--- src/rtl/nv_apb2csb_np_bridge.sv ---
// nv_apb2csb_np_bridge
//   APB slave to NVDLA CSB master bridge in the single pclk domain.
//   Each APB access becomes one CSB request.
//   Writes can be posted or non-posted; non-posted writes wait for nvdla2csb_wr_complete.
//   Misaligned byte addresses and CSB timeouts are answered with pslverr.
//   err_cnt is a saturating count of error responses.
//
// Ports
//   pclk, prstn                     clock, asynchronous active-low reset
//   psel, penable, pwrite,
//   paddr, pwdata                   APB request
//   prdata, pready, pslverr         APB response (pready is a single-cycle strobe)
//   csb2nvdla_valid/ready           CSB request handshake
//   csb2nvdla_addr/wdat/write/
//   nposted                         CSB request payload (word address = paddr[CSB_AW+1:2])
//   nvdla2csb_valid, nvdla2csb_data read response from the core
//   nvdla2csb_wr_complete           completion of a non-posted write
//   err_cnt                         saturating error-response counter
module nv_apb2csb_np_bridge #(
   parameter int APB_AW     = 32,
   parameter int CSB_AW     = 16,
   parameter int DW         = 32,
   parameter bit NPOSTED_WR = 1'b1,
   parameter int TIMEOUT    = 1023
) (
   input  logic              pclk,
   input  logic              prstn,
   input  logic              psel,
   input  logic              penable,
   input  logic              pwrite,
   input  logic [APB_AW-1:0] paddr,
   input  logic [DW-1:0]     pwdata,
   output logic [DW-1:0]     prdata,
   output logic              pready,
   output logic              pslverr,
   output logic              csb2nvdla_valid,
   input  logic              csb2nvdla_ready,
   output logic [CSB_AW-1:0] csb2nvdla_addr,
   output logic [DW-1:0]     csb2nvdla_wdat,
   output logic              csb2nvdla_write,
   output logic              csb2nvdla_nposted,
   input  logic              nvdla2csb_valid,
   input  logic [DW-1:0]     nvdla2csb_data,
   input  logic              nvdla2csb_wr_complete,
   output logic [7:0]        err_cnt
);

   typedef enum logic [2:0] {IDLE, REQ, WAIT_RD, WAIT_WR, RESP} state_t;

   localparam bit          TO_EN   = (TIMEOUT > 0);
   // The counter never needs to hold more than TIMEOUT-1.
   localparam int          TW      = (TIMEOUT > 1) ? $clog2(TIMEOUT) : 1;
   localparam logic [TW-1:0] TO_LAST = TW'(TO_EN ? TIMEOUT - 1 : 0);

   state_t              state_reg, state_next;
   logic [CSB_AW-1:0]   addr_reg, addr_next;
   logic [DW-1:0]       wdat_reg, wdat_next;
   logic                write_reg, write_next;
   logic                err_reg, err_next;
   logic [DW-1:0]       prdata_reg, prdata_next;
   logic                stale_rd_reg, stale_rd_next;
   logic                stale_wr_reg, stale_wr_next;
   logic [TW-1:0]       tcnt_reg, tcnt_next;
   logic                armed_reg, armed_next;
   logic [7:0]          err_cnt_reg, err_cnt_next;

   logic rd_hit, wr_hit, timeout_hit, in_flight;

   // Upper APB address bits do not reach the CSB word address.
   generate
      if (APB_AW > CSB_AW + 2) begin : g_hi_addr
         logic unused_hi_addr;
         assign unused_hi_addr = ^paddr[APB_AW-1:CSB_AW+2];
      end
   endgenerate

   always_ff @(posedge pclk or negedge prstn) begin
      if (!prstn) begin
         state_reg    <= IDLE;
         addr_reg     <= '0;
         wdat_reg     <= '0;
         write_reg    <= 1'b0;
         err_reg      <= 1'b0;
         prdata_reg   <= '0;
         stale_rd_reg <= 1'b0;
         stale_wr_reg <= 1'b0;
         tcnt_reg     <= '0;
         armed_reg    <= 1'b0;
         err_cnt_reg  <= '0;
      end else begin
         state_reg    <= state_next;
         addr_reg     <= addr_next;
         wdat_reg     <= wdat_next;
         write_reg    <= write_next;
         err_reg      <= err_next;
         prdata_reg   <= prdata_next;
         stale_rd_reg <= stale_rd_next;
         stale_wr_reg <= stale_wr_next;
         tcnt_reg     <= tcnt_next;
         armed_reg    <= armed_next;
         err_cnt_reg  <= err_cnt_next;
      end
   end

   always_comb begin
      state_next    = state_reg;
      addr_next     = addr_reg;
      wdat_next     = wdat_reg;
      write_next    = write_reg;
      err_next      = err_reg;
      prdata_next   = prdata_reg;
      stale_rd_next = stale_rd_reg;
      stale_wr_next = stale_wr_reg;
      tcnt_next     = tcnt_reg;
      armed_next    = armed_reg;
      err_cnt_next  = err_cnt_reg;

      // A pulse owed to an abandoned transfer is swallowed here, whatever the state.
      rd_hit = nvdla2csb_valid & ~stale_rd_reg;
      wr_hit = nvdla2csb_wr_complete & ~stale_wr_reg;
      if (nvdla2csb_valid && stale_rd_reg)       stale_rd_next = 1'b0;
      if (nvdla2csb_wr_complete && stale_wr_reg) stale_wr_next = 1'b0;

      // armed_reg is low in the first REQ cycle, so the count seen in
      // cycle k after REQ entry is k-1.  The timeout therefore fires in
      // cycle TIMEOUT, and the error response follows one cycle later.
      in_flight   = (state_reg == REQ) || (state_reg == WAIT_RD) || (state_reg == WAIT_WR);
      timeout_hit = TO_EN && armed_reg && (tcnt_reg == TO_LAST);
      if (in_flight) begin
         armed_next = 1'b1;
         if (armed_reg && TO_EN) tcnt_next = tcnt_reg + 1'b1;
      end else begin
         armed_next = 1'b0;
         tcnt_next  = '0;
      end

      case (state_reg)
         IDLE: begin
            if (psel && penable) begin
               addr_next  = paddr[CSB_AW+1:2];
               wdat_next  = pwdata;
               write_next = pwrite;
               if (paddr[1:0] != 2'b00) begin
                  err_next   = 1'b1;
                  state_next = RESP;
                  if (pwrite) prdata_next = '0;
               end else begin
                  state_next = REQ;
               end
            end
         end
         REQ: begin
            if (csb2nvdla_ready && !write_reg && rd_hit) begin
               prdata_next = nvdla2csb_data;
               state_next  = RESP;
            end else if (csb2nvdla_ready && write_reg && (!NPOSTED_WR || wr_hit)) begin
               prdata_next = '0;
               state_next  = RESP;
            end else if (timeout_hit) begin
               // An accepted request still owes a response; remember to drop it.
               err_next    = 1'b1;
               prdata_next = '0;
               state_next  = RESP;
               if (csb2nvdla_ready && !write_reg) stale_rd_next = 1'b1;
               if (csb2nvdla_ready && write_reg)  stale_wr_next = 1'b1;
            end else if (csb2nvdla_ready) begin
               state_next = write_reg ? WAIT_WR : WAIT_RD;
            end
         end
         WAIT_RD: begin
            if (rd_hit) begin
               prdata_next = nvdla2csb_data;
               state_next  = RESP;
            end else if (timeout_hit) begin
               err_next      = 1'b1;
               prdata_next   = '0;
               stale_rd_next = 1'b1;
               state_next    = RESP;
            end
         end
         WAIT_WR: begin
            if (wr_hit) begin
               prdata_next = '0;
               state_next  = RESP;
            end else if (timeout_hit) begin
               err_next      = 1'b1;
               prdata_next   = '0;
               stale_wr_next = 1'b1;
               state_next    = RESP;
            end
         end
         RESP: begin
            state_next = IDLE;
            err_next   = 1'b0;
            if (err_reg && (err_cnt_reg != 8'hFF)) err_cnt_next = err_cnt_reg + 8'd1;
         end
         default: state_next = IDLE;
      endcase
   end

   assign prdata            = prdata_reg;
   assign pready            = (state_reg == RESP);
   assign pslverr           = (state_reg == RESP) & err_reg;
   assign csb2nvdla_valid   = (state_reg == REQ);
   assign csb2nvdla_addr    = addr_reg;
   assign csb2nvdla_wdat    = wdat_reg;
   assign csb2nvdla_write   = write_reg;
   assign csb2nvdla_nposted = write_reg & NPOSTED_WR;
   assign err_cnt           = err_cnt_reg;

endmodule

--- config.mk ---
export PLATFORM = sky130hd
export DESIGN_NAME = nv_apb2csb_np_bridge
export DESIGN_NICKNAME = d
export VERILOG_FILES = /design/src/rtl/nv_apb2csb_np_bridge.sv
export SDC_FILE = /design/constraint.sdc
export NUM_CORES = 1
export LEC_CHECK = 0
export ABC_CLOCK_PERIOD_IN_PS = 2090
export CAP_MARGIN = 10
export CORE_AREA = 10 10 108 110
export CTS_BUF_LIST = sky130_fd_sc_hd__clkbuf_16
export DETAILED_ROUTE_END_ITERATION = 10
export DIE_AREA = 0 0 118 120
export DONT_BUFFER_PORTS = 1
export HOLD_SLACK_MARGIN = 0.1
export SLEW_MARGIN = 20
export SYNTH_ARGS = -nofsm -noshare
export SYNTH_HDL_FRONTEND = slang
export SYNTH_SLANG_ARGS = --single-unit
--- constraint.sdc ---
create_clock -name pclk -period 2.09 [get_ports pclk]
set_clock_uncertainty 0.05 [all_clocks]
set_input_delay 0.209 -clock pclk [delete_from_list [all_inputs] [get_ports pclk]]
set_output_delay 0.209 -clock pclk [all_outputs]
set_load 0.01 [all_outputs]
======== Word level (Yosys, flattened, before mapping) ========
Index checks and enable logic that the tools add are counted.
storage, ports and cells
  output and inout bits ................... 93
  input bits .............................. 104
  word-level logic and storage cells ...... 101
  register bits ........................... 106
cells by class
  equal/unequal tests ..................... 15
  muxes and demuxes ....................... 47
  reductions and logical operators ........ 21
  bitwise logic cells ..................... 5
  $add $sub $neg .......................... 2
operator list
  cell                   count
  $mux 32                8
  $pmux 32 s4            1
  $mux 3                 9
  $mux 1                 23
  $mux 10                2
  $ne 2x2->1 const B     8
  $pmux 3 s4             1
  $add 10x1->10 const B  1
  $eq 10x10->1 const B   1
  $logic_and 1x1->1      9
  $add 8x1->8 const B    1
  $ne 8x8->1 const B     1
  $reduce_and 7->1       1
  $eq 3x2->1 const B     2
  $reduce_and 2->1       3
  $ne 5x1->1 const B     1
  $pmux 1 s5             1
  $reduce_bool 5->1      1
  $pmux 1 s2             2
  $reduce_and 4->1       1
  $reduce_bool 4->1      1
  $and 1x1->1            3
  $eq 3x1->1 const B     1
  $eq 3x3->1 const B     1
  5 further kinds        7

======== Logic depth before layout (Yosys ltp) ========
Gate-level depths: netlist of the first run.
  depth in word-level cells ............... 7
  gate-level depth with buffers ........... 7
  depth with buffers taken out ............ 5

======== Worst setup path after synthesis of the first run ========
Ideal clock, no wire load.
  path kind ............................... register to register
  start point ............................. register state_reg[0]
  end point ............................... register addr_reg[0] (netlist: csb2nvdla_addr[0])
  buffers on the path ..................... 2
  period minus slack after synthesis ...... 1.654 ns
  cell stages (with the launch flop) ...... 7
  arrival time ............................ 1.479 ns
  library setup time ...................... 0.125 ns
  required time ........................... 1.915 ns
  setup slack ............................. 0.436 ns
  cells stage by stage .................... dfrtp_1 > buf_4 > inv_2 > nand2_2 > nor3_4 > buf_6 > mux2_2
on the way
  cells in the longest elaborated chain, start to end .. 2
RTL lines
  what                        line  text
  from (decl)                 55    state_t state_reg, state_next;
  from (signal assigned)      91    state_reg <= state_next;
  $logic_not 3->1             137   case (state_reg)
  $reduce_and 2->1 (no line)  -
  to (signal assigned)        92    addr_reg <= addr_next;
  to (decl)                   56    logic [CSB_AW-1:0] addr_reg, addr_next;
No other way between the ends.
A chain may end at the register's enable or synchronous reset.

======== Worst setup path in the final report of the first run ========
  start point ............................. register state_reg[1]
  end point ............................... register err_reg
on the way
  cells in the longest elaborated chain, start to end .. 3
  elaborated cells between the ends (all ways) .. 14
  those cells by class .................... eq/ne: 10; mux: 1; reduce/logical: 3
RTL lines
  what                                                       line  text
  $eq 3x3->1 (tied with other cells)                         137
  $reduce_bool 5->1 (no line) or $ne 2x2->1 (tied branches)  -
  $reduce_and 7->1 (no line)                                 -
  to (signal assigned)                                       95    err_reg <= err_next;
  to (decl)                                                  59    logic err_reg, err_next;
Parallel ways exist; a longest one is shown, timed or not.

==> results of run 1 <==
==> cell usage in the layout (no fill, tap or decap), types with 3 or more instances in the layout <==
cell	instances
ha_1	3
a22oi_1	28
buf_12	3
xor2_1	11
buf_4	7
nand2_1	42
nor2_1	23
nand3_1	5
nand4_1	5
dlygate4sd3_1	86
nor3_1	6
inv_1	9
o21ai_1	30
o21ai_0	5
mux2_2	47
clkbuf_16	9
mux2_1	3
xnor2_1	5
a22oi_2	4
dfrtp_1	106
==> worst max path at each step <==
stage	from	slack, ps	to	cells after the start
2_1_floorplan	state_reg[0]	440	csb2nvdla_addr[0]	6
3_3_place_gp	state_reg[1]	300	err_reg	5
3_5_place_dp	state_reg[1]	280	err_reg	5
4_1_cts	state_reg[1]	280	err_reg	5
5_1_grt	state_reg[2]	170	err_cnt[7]	5
6_report	state_reg[1]	280	err_reg	5
==> layer usage <==
| layer | GRT usage | routed length (µm) | vias up | part of all wire |
|---|---|---|---|---|
| met1 | 0.189 | 4670 | 1651 | 0.39 |
| met3 | 0.0802 | 1320 | 4 | 0.11 |
| met2 | 0.267 | 5880 | 139 | 0.49 |
| li1 | - | - | 1555 | - |
| met5 | 0 | 0 | - | 0 |
| met4 | 0.0371 | 66 | 0 | 0.0055 |
==> where the power goes <==
| group | internal, W | switching [W] | total, W |
|---|---|---|---|
| Combinational | 0.000633 | 0.000456 | 0.00109 |
| Clock | 0.000963 | 0.000813 | 0.00178 |
| Sequential | 0.00259 | 0.000787 | 0.00338 |
| Total | 0.00419 | 0.00206 | 0.00625 |
==> cell type report <==
type | count | area, µm² | area share
Sequential cell | 106 | 2650 | 0.444
Multi-Input combinational cell | 251 | 1830 | 0.306
Timing Repair Buffer | 96 | 973 | 0.163
Clock buffer | 9 | 225 | 0.0377
Tap cell | 133 | 166 | 0.0278
Clock inverter | 7 | 96.3 | 0.0161
Inverter | 10 | 37.5 | 0.00628
==> stage by stage <==
stage	util	worst slack (ps)
after CTS	0.626	278
after floorplan	-	436
final	0.626	279
after global routing	0.626	174
after detailed placement	0.502	283
after global placement	0.502	301
==> critical path: cells and delay by family, from the launching register on <==
family	cells	cell delay, ps
AO/OA/AOI/OAI	3	610
AND/OR/NAND/NOR	1	340
buffers and inverters	1	200
flip-flops	1	500
==> logic make-up after synthesis <==
logic type	synth area share
adders and majority gates	0.0101
buffers and inverters	0.0516
muxes	0.121
and+or+nand+nor	0.101
AOI/OAI and AO/OA	0.125
DFF	0.561
xor gates and xnor gates	0.0297
==> results.md, run 1 <==
* DR iter-0 viols at about 350
* Crit path launch type: flop
* Wire per inst at 19.5 µm
* Post-Place Cells at 510
* Largest net degree at the start of global routing at 107
* Fin Setup TNS at 0 ps
* Synth top cells by count: 106 x dfrtp_1, 47 x mux2_2, 42 x nand2_1
* Final Cell Area at around 6000 µm²
* Leakage power at 2.49 nW
* Ys async rst share at 1.00
* Worst-skew pair later-pin latency at between 300 and 400 ps
* Antenna Nets Post-Route at 0
* Worst path cell trace: and4bb_1, o2111a_2, buf_12, a21oi_1, a32o_1
* Routability Congestion at 0.735
* Initial antenna violation count at 0
* Tmin final at 1810 ps
* Final Hold Violating Endpoints at 106
* Cells after synthesis at approximately 400
* CTS Buf Count at 9
* Non-filler cells in the finished layout at roughly 610
* Unique masters post-synth at 50
* Hold slack at -496 ps
* Die span in y at 120 µm
* Clock tree buffer depth at 2
* Crit-path max cell delay at 500 ps
* Most instantiated library cell after synthesis: dfrtp_1
* Total Wirelength at 11900 µm
* Power Dens Cells at 1040 nW/µm²
* Mean Syn Cell Area at around 12 µm²
* Worst min-delay path class: in -> async
* Max frequency at ~550 MHz
* Final net count at 581
* Worst reg2reg path depth at 5
* CP max stage cell: dfrtp_1
* Worst slew pin tran at 443 ps
* Kind of critical path: reg -> reg
* Syn nets at about 500
* Share of the yosys chip area belonging to registers at 0.561
* Initial Util at 0.495
* Synth Cell Area at 4720 µm²
* Gr usage total at 0.163
* CTS tree: yes
* Yosys top cell by area: dfrtp_1
* Post-CTS setup buffers at 0
* Failing checks: negative hold slack
* Clock root cell: clkbuf_16
* Die area at between 10000 and 15000 µm²
* Ys flop type: dfrtp_1
* Sink Count at 106
* CP endpoint kind: flop
* H-tree levels at 3
* Status: complete, but fails checks
* Ports at 197
* CTS Hold Bufs at 86
* Post-synth EDFFs at 0
* Reg-to-reg critical path endpoint: err_reg
* Seq cells post-synth at 106
* Fin crit share at 0.867
* Cts repair resizes at 0
* Die width at 118 µm
* Largest cells by area after synthesis: dfrtp_1 56%, mux2_2 11%, a22oi_1 4.4%
* Ys Warns at 0
* Global-route wire length before repair at about 19000 µm
* ANT cells at 0
* Final Setup Violations at 0
* Post-DP HPWL at slightly below 8000 µm
* PortBufs at 0
* GRT overflow at 0
* Critical Path RT at around 2300 ps
* # DRC at 0
* Total chip power at 0.00625 W
* Worst-path fanout max at 33
* Vias per cell at 5.47
* Core ar. at 9550 µm²
* Vias at 3349
* Vias in the first global route at 3379
* Critical Path AT at between 1500 and 2000 ps
* RSZ-0062 raised after global routing: false
* Relative max-transition margin at 0.704
* Row cnt at 36
* DP Area at 4800 µm²
* Share of cells above drive strength 1 at 0.186
* Slew Limit Fails at 0
* Clock-pin slew on the worst setup and hold paths at 80 ps
* R2R Setup Slk at 280 ps
* Worst ir drop on vdd at 0.000614 V
* Fill cells at 765
* Drt pass-1 iters at 5
* Worst r2r src: state_reg[1]
* Top-area cell type share of the netlist area at 0.561
* Layout area overhead at 26.6%
* Max-cap violations at 0
(Power assumes the default switching activity.)
==> inputs of run 2 (changes only) <==
--- a/config.mk
+++ b/config.mk
@@ -5,7 +5,7 @@
 export SDC_FILE = /design/constraint.sdc
 export NUM_CORES = 1
 export LEC_CHECK = 0
-export ABC_CLOCK_PERIOD_IN_PS = 2090
+export ABC_CLOCK_PERIOD_IN_PS = 1500
 export CAP_MARGIN = 10
 export CORE_AREA = 10 10 108 110
 export CTS_BUF_LIST = sky130_fd_sc_hd__clkbuf_16
@@ -13,6 +13,8 @@
 export DIE_AREA = 0 0 118 120
 export DONT_BUFFER_PORTS = 1
 export HOLD_SLACK_MARGIN = 0.1
+export PLACE_DENSITY = 0.67
+export RECOVER_POWER = 50
 export SLEW_MARGIN = 20
 export SYNTH_ARGS = -nofsm -noshare
 export SYNTH_HDL_FRONTEND = slang
==> constraint.sdc (replaced) <==
create_clock -name pclk -period 1.5 [get_ports pclk]
set_clock_uncertainty 0.05 [all_clocks]
set_input_delay 0.15 -clock pclk [delete_from_list [all_inputs] [get_ports pclk]]
set_output_delay 0.15 -clock pclk [all_outputs]
set_load 0.01 [all_outputs]
==> results.md, run 2 (synthesis gave the netlist of run 1 again) <==
* Status: complete, but fails checks
* Failing checks: negative hold slack, negative setup slack
* Routed length on met3 at 1300 µm (-1.9%)
* Power Dens Cells at 1340 nW/µm² (+28%)
* Worst Setup Slack, final at -272 ps (-551 ps)
* Critical Path AT at 1940 ps (-50 ps)
* CP bufs+invs at 1 (unchanged)
* Metal2 WL at 8890 µm (+51%)
* CTS tree: yes
* CTS Buf Count at 9 (unchanged)
* Crit-path max cell delay at 480 ps (-20 ps)
* PortBufs at 0 (unchanged)
* Ports at 197 (unchanged)
* Largest net degree at the start of global routing at 107 (unchanged)
* Commonest non-fill, non-tap cell in the layout: dfrtp_1
* Footprint of the multi-input gates at 2320 µm² (+27%)
* Routability Congestion at 0.813 (+11%)
* GRT overflow at 0 (unchanged)
* Critical Path RT at 1670 ps (-600 ps)
* Kind of critical path: reg -> reg
* Die width at 118 µm (unchanged)
* Worst slew pin tran at 402 ps (-41.6 ps)
* Clock power share at 0.236 (-0.048)
* Core ar. at 9550 µm² (unchanged)
* Clock root cell: clkbuf_16
* H-tree levels at 3 (unchanged)
* Sw Share at 0.346 (+0.0173)
* Vias per cell at 5.68 (+3.7%)
* Vias in the first global route at 4003 (+18%)
* Wire per inst at 24.3 µm (+25%)
* Fill cells at 559 (-27%)
* DR iter-0 viols at 377 (+6.5%)
* Util after Layout at 0.755 (+0.129)
* Slew Limit Fails at 0 (unchanged)
* Relative max-transition margin at 0.730 (+0.0267)
* Routed length on met1 at 5910 µm (+26%)
* Worst path cell trace: and4bb_1, o2111a_2, buf_12, a22oi_2, o21ai_1
* Vias at 3882 (+16%)
* Final Setup Violations at 96 (+96)
* Global-route wire length before repair at 23500 µm (+24%)
* Tmin final at 1770 ps (-39.2 ps)
* Die span in y at 120 µm (unchanged)
* Die area at 14200 µm² (unchanged)
* Sink Count at 106 (unchanged)
* FF/Latch Area at 2660 µm² (about the same)
* Most frequent cells in the layout: 104 x dfrtp_1, 88 x dlygate4sd3_1, 50 x mux2_4, 48 x buf_4, 41 x nand2_1
* Worst ir drop on vdd at 0.000955 V (+56%)
* Hold slack at -551 ps (-54.7 ps)
* # DRC at 0 (unchanged)
* Combinational share of power at 0.272 (+0.098)
* Fin crit share at 1.18 (+0.315)
* Initial Util at 0.495 (unchanged)
* Worst min-delay path class: in -> async
* Final Hold Violating Endpoints at 106 (unchanged)
* Final net count at 649 (+12%)
* Total Wirelength at 16600 µm (+39%)
* Clock tree buffer depth at 2 (unchanged)
* Max frequency at 564 MHz (+2.2%)
* Flop pwr share at 0.492 (-0.049)
* CP endpoint kind: flop
* Top routing layer used: met4
* Row cnt at 36 (unchanged)
* Post-DP HPWL at 8130 µm (+4.6%)
* Leakage power at 3.12 nW (+25%)
* Layout area overhead at 52.6%
* Top delay family on crit path: compound AO/OA/AOI/OAI gates
* CP max stage cell: dfrtp_2
* Max-cap violations at 0 (unchanged)
* Gr usage total at 0.207 (+0.0437)
* Antenna Nets Post-Route at 0 (unchanged)
* CTS Hold Bufs at 88 (+2.3%)
* Clock-pin slew on the worst setup and hold paths at 70 ps (about the same)
* RSZ-0062 raised after global routing: true
* Drt pass-1 iters at 4 (-1)
* Psw at 0.00335 W (+63%)
* Initial antenna violation count at 2 (+2)
* Crit path launch type: flop
* Share of cells above drive strength 1 at 0.395 (+0.209)
* Internal power at 0.00632 W (+51%)
* Worst-skew pair later-pin latency at 350 ps (about the same)
* Worst-path fanout max at 6 (-82%)
==> run 2: layout make-up <==
type                       instances  share of cell area
sequential                       106               0.368
clock inverter                     7             0.00798
tap                              133              0.0231
multi-input combinational        251               0.321
inverter                          10             0.00590
antenna                            4             0.00139
timing repair buffer             164               0.241
clock buffer                       9              0.0312
==> run 2: path summary, 6_finish.rpt <==
check / start / endpoint / slack, ps / depth (start not counted)
setup / recovery: state_reg[0] / prdata[26] / -270 / 5
hold / removal: prstn / prdata[20] / -550 / 0
setup reg to reg: state_reg[0] / prdata[26] / -270 / 5
hold reg to reg: err_reg / err_reg / 470 / 1
max in group asynchronous: prstn / state_reg[0] / 1760 / 0
min in group pclk: csb2nvdla_ready / state_reg[0] / 130 / 2
==> run 2: power groups by stage <==
stage,clock network (W),logic (W),registers [W]
final,0.00229,0.00263,0.00476
after global routing,0.00243,0.00281,0.00486
after floorplan,0,0.00121,0.00450
after CTS,0.00229,0.00237,0.00469
after detailed placement,0,0.00162,0.00469
after global placement,0,0.00153,0.00467
==> run 2: metrics by stage <==
step	area (µm²)	total power (W)	cells	setup TNS [ps]	worst slack, ps
global route	7210	0.0101	684	-22520	-301
finish	7210	0.00968	684	-18120	-272
CTS	6950	0.00935	671	-13100	-213
global placement	5140	0.00620	547	-13180	-181
detailed placement	5140	0.00631	547	-16470	-232
floorplan	4760	0.00570	391	-6890	-113
==> run 2: routing by layer <==
| layer | global-route usage | up-vias |
|---|---|---|
| li1 | - | 1703 |
| met5 | 0 | - |
| met4 | 0.0703 | 0 |
| met1 | 0.224 | 1954 |
| met2 | 0.371 | 187 |
| met3 | 0.0699 | 38 |
==> run 2: timing repair <==
action	in CTS	in global routing
endpoints found under the hold margin	192	106
endpoints found under the setup margin	96	101
gates resized for setup	99	39
pin swaps	13	16
cloned	6	4
setup buffers	14	8
==> inputs of run 3 (changes only) <==
--- a/config.mk
+++ b/config.mk
@@ -6,14 +6,14 @@
 export NUM_CORES = 1
 export LEC_CHECK = 0
 export ABC_CLOCK_PERIOD_IN_PS = 1500
+export BUFFER_PORTS_ARGS = -buffer_cell sky130_fd_sc_hd__clkbuf_2
 export CAP_MARGIN = 10
-export CORE_AREA = 10 10 108 110
+export CORE_AREA = 10 10 116 118
 export CTS_BUF_LIST = sky130_fd_sc_hd__clkbuf_16
 export DETAILED_ROUTE_END_ITERATION = 10
-export DIE_AREA = 0 0 118 120
-export DONT_BUFFER_PORTS = 1
+export DIE_AREA = 0 0 126 128
 export HOLD_SLACK_MARGIN = 0.1
-export PLACE_DENSITY = 0.67
+export PLACE_DENSITY = 0.75
 export RECOVER_POWER = 50
 export SLEW_MARGIN = 20
 export SYNTH_ARGS = -nofsm -noshare
==> results.md, run 3 (synthesis gave the netlist of run 1 again) <==
* Core ar. at 11200 µm² (+18%)
* Pre-CTS setup slack at -222 ps (+9.96 ps)
* Initial antenna violation count at 3 (+1)
* CP bufs+invs at 2 (+1)
* Slew Limit Fails at 0 (unchanged)
* Clock root cell: clkbuf_16
* Total chip power at 0.0106 W (+9.8%)
* Vias per cell at 5.09 (-10%)
* Status: complete, but fails checks
* Worst Setup Slack, final at -266 ps (+6.45 ps)
* Footprint of the multi-input gates at 2120 µm² (-8.3%)
* GRT met2 Usage at 0.335 (-0.0359)
* Worst-skew pair later-pin latency at 340 ps (about the same)
* Total Wirelength at 16800 µm (+1.1%)
* PortBufs at 182 (+182)
* M3 GR Usage at 0.0463 (-0.0235)
* Largest net degree at the start of global routing at 44 (-59%)
* Relative max-transition margin at 0.496 (-0.234)
* Worst ir drop on vdd at 0.000911 V (-4.6%)
* Final net count at 821 (+27%)
* Gr usage total at 0.191 (-0.0159)
* RSZ-0062 raised after global routing: true
* Final Setup Violations at 97 (+1.0%)
* Post-Place Cells at 737 (+35%)
* Worst min-delay path class: in -> reg
* Ports at 197 (unchanged)
* Die area at 16100 µm² (+14%)
* Tmin final at 1770 ps (-6.45 ps)
* Final Hold Violating Endpoints at 0 (-100%)
* Commonest non-fill, non-tap cell in the layout: clkbuf_2
* Vias in the first global route at 4823 (+20%)
* Leakage power at 3.79 nW (+21%)
* Clock tree buffer depth at 2 (unchanged)
* Max frequency at 566 MHz (+0.37%)
* H-tree levels at 3 (unchanged)
* Top cell by count, worst path: buf_12
* Flop pwr share at 0.394 (-0.098)
* DP Area at 6060 µm² (+18%)
* Global-route wire length before repair at 25100 µm (+6.8%)
* CTS Buf Count at 9 (unchanged)
* Routability Congestion at 0.833 (+2.5%)
* Fill cells at 774 (+38%)
* Crit-path max cell delay at 430 ps (-50 ps)
* Sw Share at 0.321 (-0.0257)
* Die span in y at 128 µm (+6.7%)
* Critical Path RT at 1660 ps (about the same)
* # DRC at 0 (unchanged)
* Max-cap violations at 0 (unchanged)
* Non-filler cells in the finished layout at 864 (+26%)
* Fin crit share at 1.18 (-0.00430)
* CP endpoint kind: flop
* Row cnt at 39 (+8.3%)
* CP max stage cell: dfrtp_2
* Die width at 126 µm (+6.8%)
* Failing checks: negative setup slack
* Power Dens Cells at 1350 nW/µm² (+0.70%)
* Util after Layout at 0.701 (-0.0543)
* Antenna Nets Post-Route at 0 (unchanged)
* Top delay family on crit path: compound AO/OA/AOI/OAI gates
* FF/Latch Area at 2660 µm² (unchanged)
* Kind of critical path: reg -> reg
* Post-DP HPWL at 9810 µm (+21%)
* Wire per inst at 19.5 µm (-20%)
* Final Cell Area at 7870 µm² (+9.1%)
* Global routing's busiest layer: met2
* Share of cells above drive strength 1 at 0.503 (+0.108)
* Vias at 4397 (+13%)
* Drt pass-1 iters at 4 (unchanged)
* Psw at 0.00341 W (+1.7%)
* Critical Path AT at 1930 ps (about the same)
* Clock power share at 0.252 (+0.016)
* Combinational share of power at 0.354 (+0.082)
* Worst slew pin tran at 756 ps (+354 ps)
* Sink Count at 106 (unchanged)
* CTS tree: yes
* Met1 Usage GRT at 0.209 (-0.0149)
* Crit path launch type: flop
* DR iter-0 viols at 287 (-24%)
* Internal power at 0.00722 W (+14%)
* Most frequent cells in the layout: 180 x clkbuf_2, 104 x dfrtp_1, 84 x dlygate4sd3_1, 43 x buf_4, 41 x nand2_1
* GRT overflow at 0 (unchanged)
* Worst path cell trace: buf_12, and4bb_1, o2111a_2, buf_12, a22oi_2, o21ai_1
* Layout area overhead at 66.5%
* Worst-path fanout max at 32 (+26)
* Clock-pin slew on the worst setup and hold paths at 70 ps (about the same)
* Initial Util at 0.421 (-0.0738)
run 3: cell count changes in the layout (fill, tap and decap cells not counted), moves of 3 or more:
cell,before,now
mux2_1,0,3
buf_4,48,43
o21ai_2,4,1
mux2_2,0,8
buf_12,9,5
a22oi_1,0,19
a22oi_2,32,13
clkbuf_2,0,180
bufinv_16,0,3
dlygate4sd3_1,88,84
mux2_4,50,39
buf_6,12,15
run 3: final cells by class:
cell class / count / area share
well taps: 143 / 0.0227
inverters: 10 / 0.00541
clock inverters: 6 / 0.0146
multi-input cells: 251 / 0.270
repair buffers: 336 / 0.320
flip-flops and latches: 106 / 0.338
clock buffers: 9 / 0.0286
diodes: 3 / 0.000954
run 3: power groups by stage:
stage / Clock, W / Sequential [W] / Combinational [W]
floorplan: 0 / 0.00450 / 0.00121
global route: 0.00286 / 0.00428 / 0.00405
detailed placement: 0 / 0.00418 / 0.00305
finish: 0.00268 / 0.00419 / 0.00376
CTS: 0.00275 / 0.00414 / 0.00356
global placement: 0 / 0.00411 / 0.00296
run 3: repair_timing:
item | 4_1_cts | 5_1_grt
endpoints found under the hold margin | 189 | 0
gates resized for setup | 58 | 35
hold buffers | 84 | 0
pin swaps | 12 | 14
endpoints found under the setup margin | 96 | 101
gates cloned | 3 | 3
setup buffers | 15 | 5
run 3: through the flow:
step	hold slack (ps)	setup TNS, ps
final	128	-16450
after global routing	139	-23440
after CTS	112	-14760
after detailed placement	66.5	-14870
after global placement	66.9	-10600
after floorplan	-196	-6890
run 3: path summary, 6_finish.rpt:
kind	cells after the start	slack (ps)	from	to
max	6	-270	state_reg[0]	prdata[26]
min	3	130	paddr[0]	state_reg[0]
max reg2reg	6	-270	state_reg[0]	prdata[26]
min reg2reg	1	440	err_reg	err_reg
max in group asynchronous	3	100	prstn	prdata[5]
min in group asynchronous	2	370	prstn	csb2nvdla_wdat[5]
run 3: worst reg2reg max path, stage by stage (launching register included):
cell and delay (ps):
dfrtp_2 430, buf_12 140, and4bb_1 210, o2111a_2 280, buf_12 180, a22oi_2 220, o21ai_1 120
run 3: layer usage:
metal  vias to the layer above  routed length, µm
li1                       2036                  -
met1                      2155               6450
met2                       168               8840
met3                        38               1060
met4                         0                488
met5                         -                  0
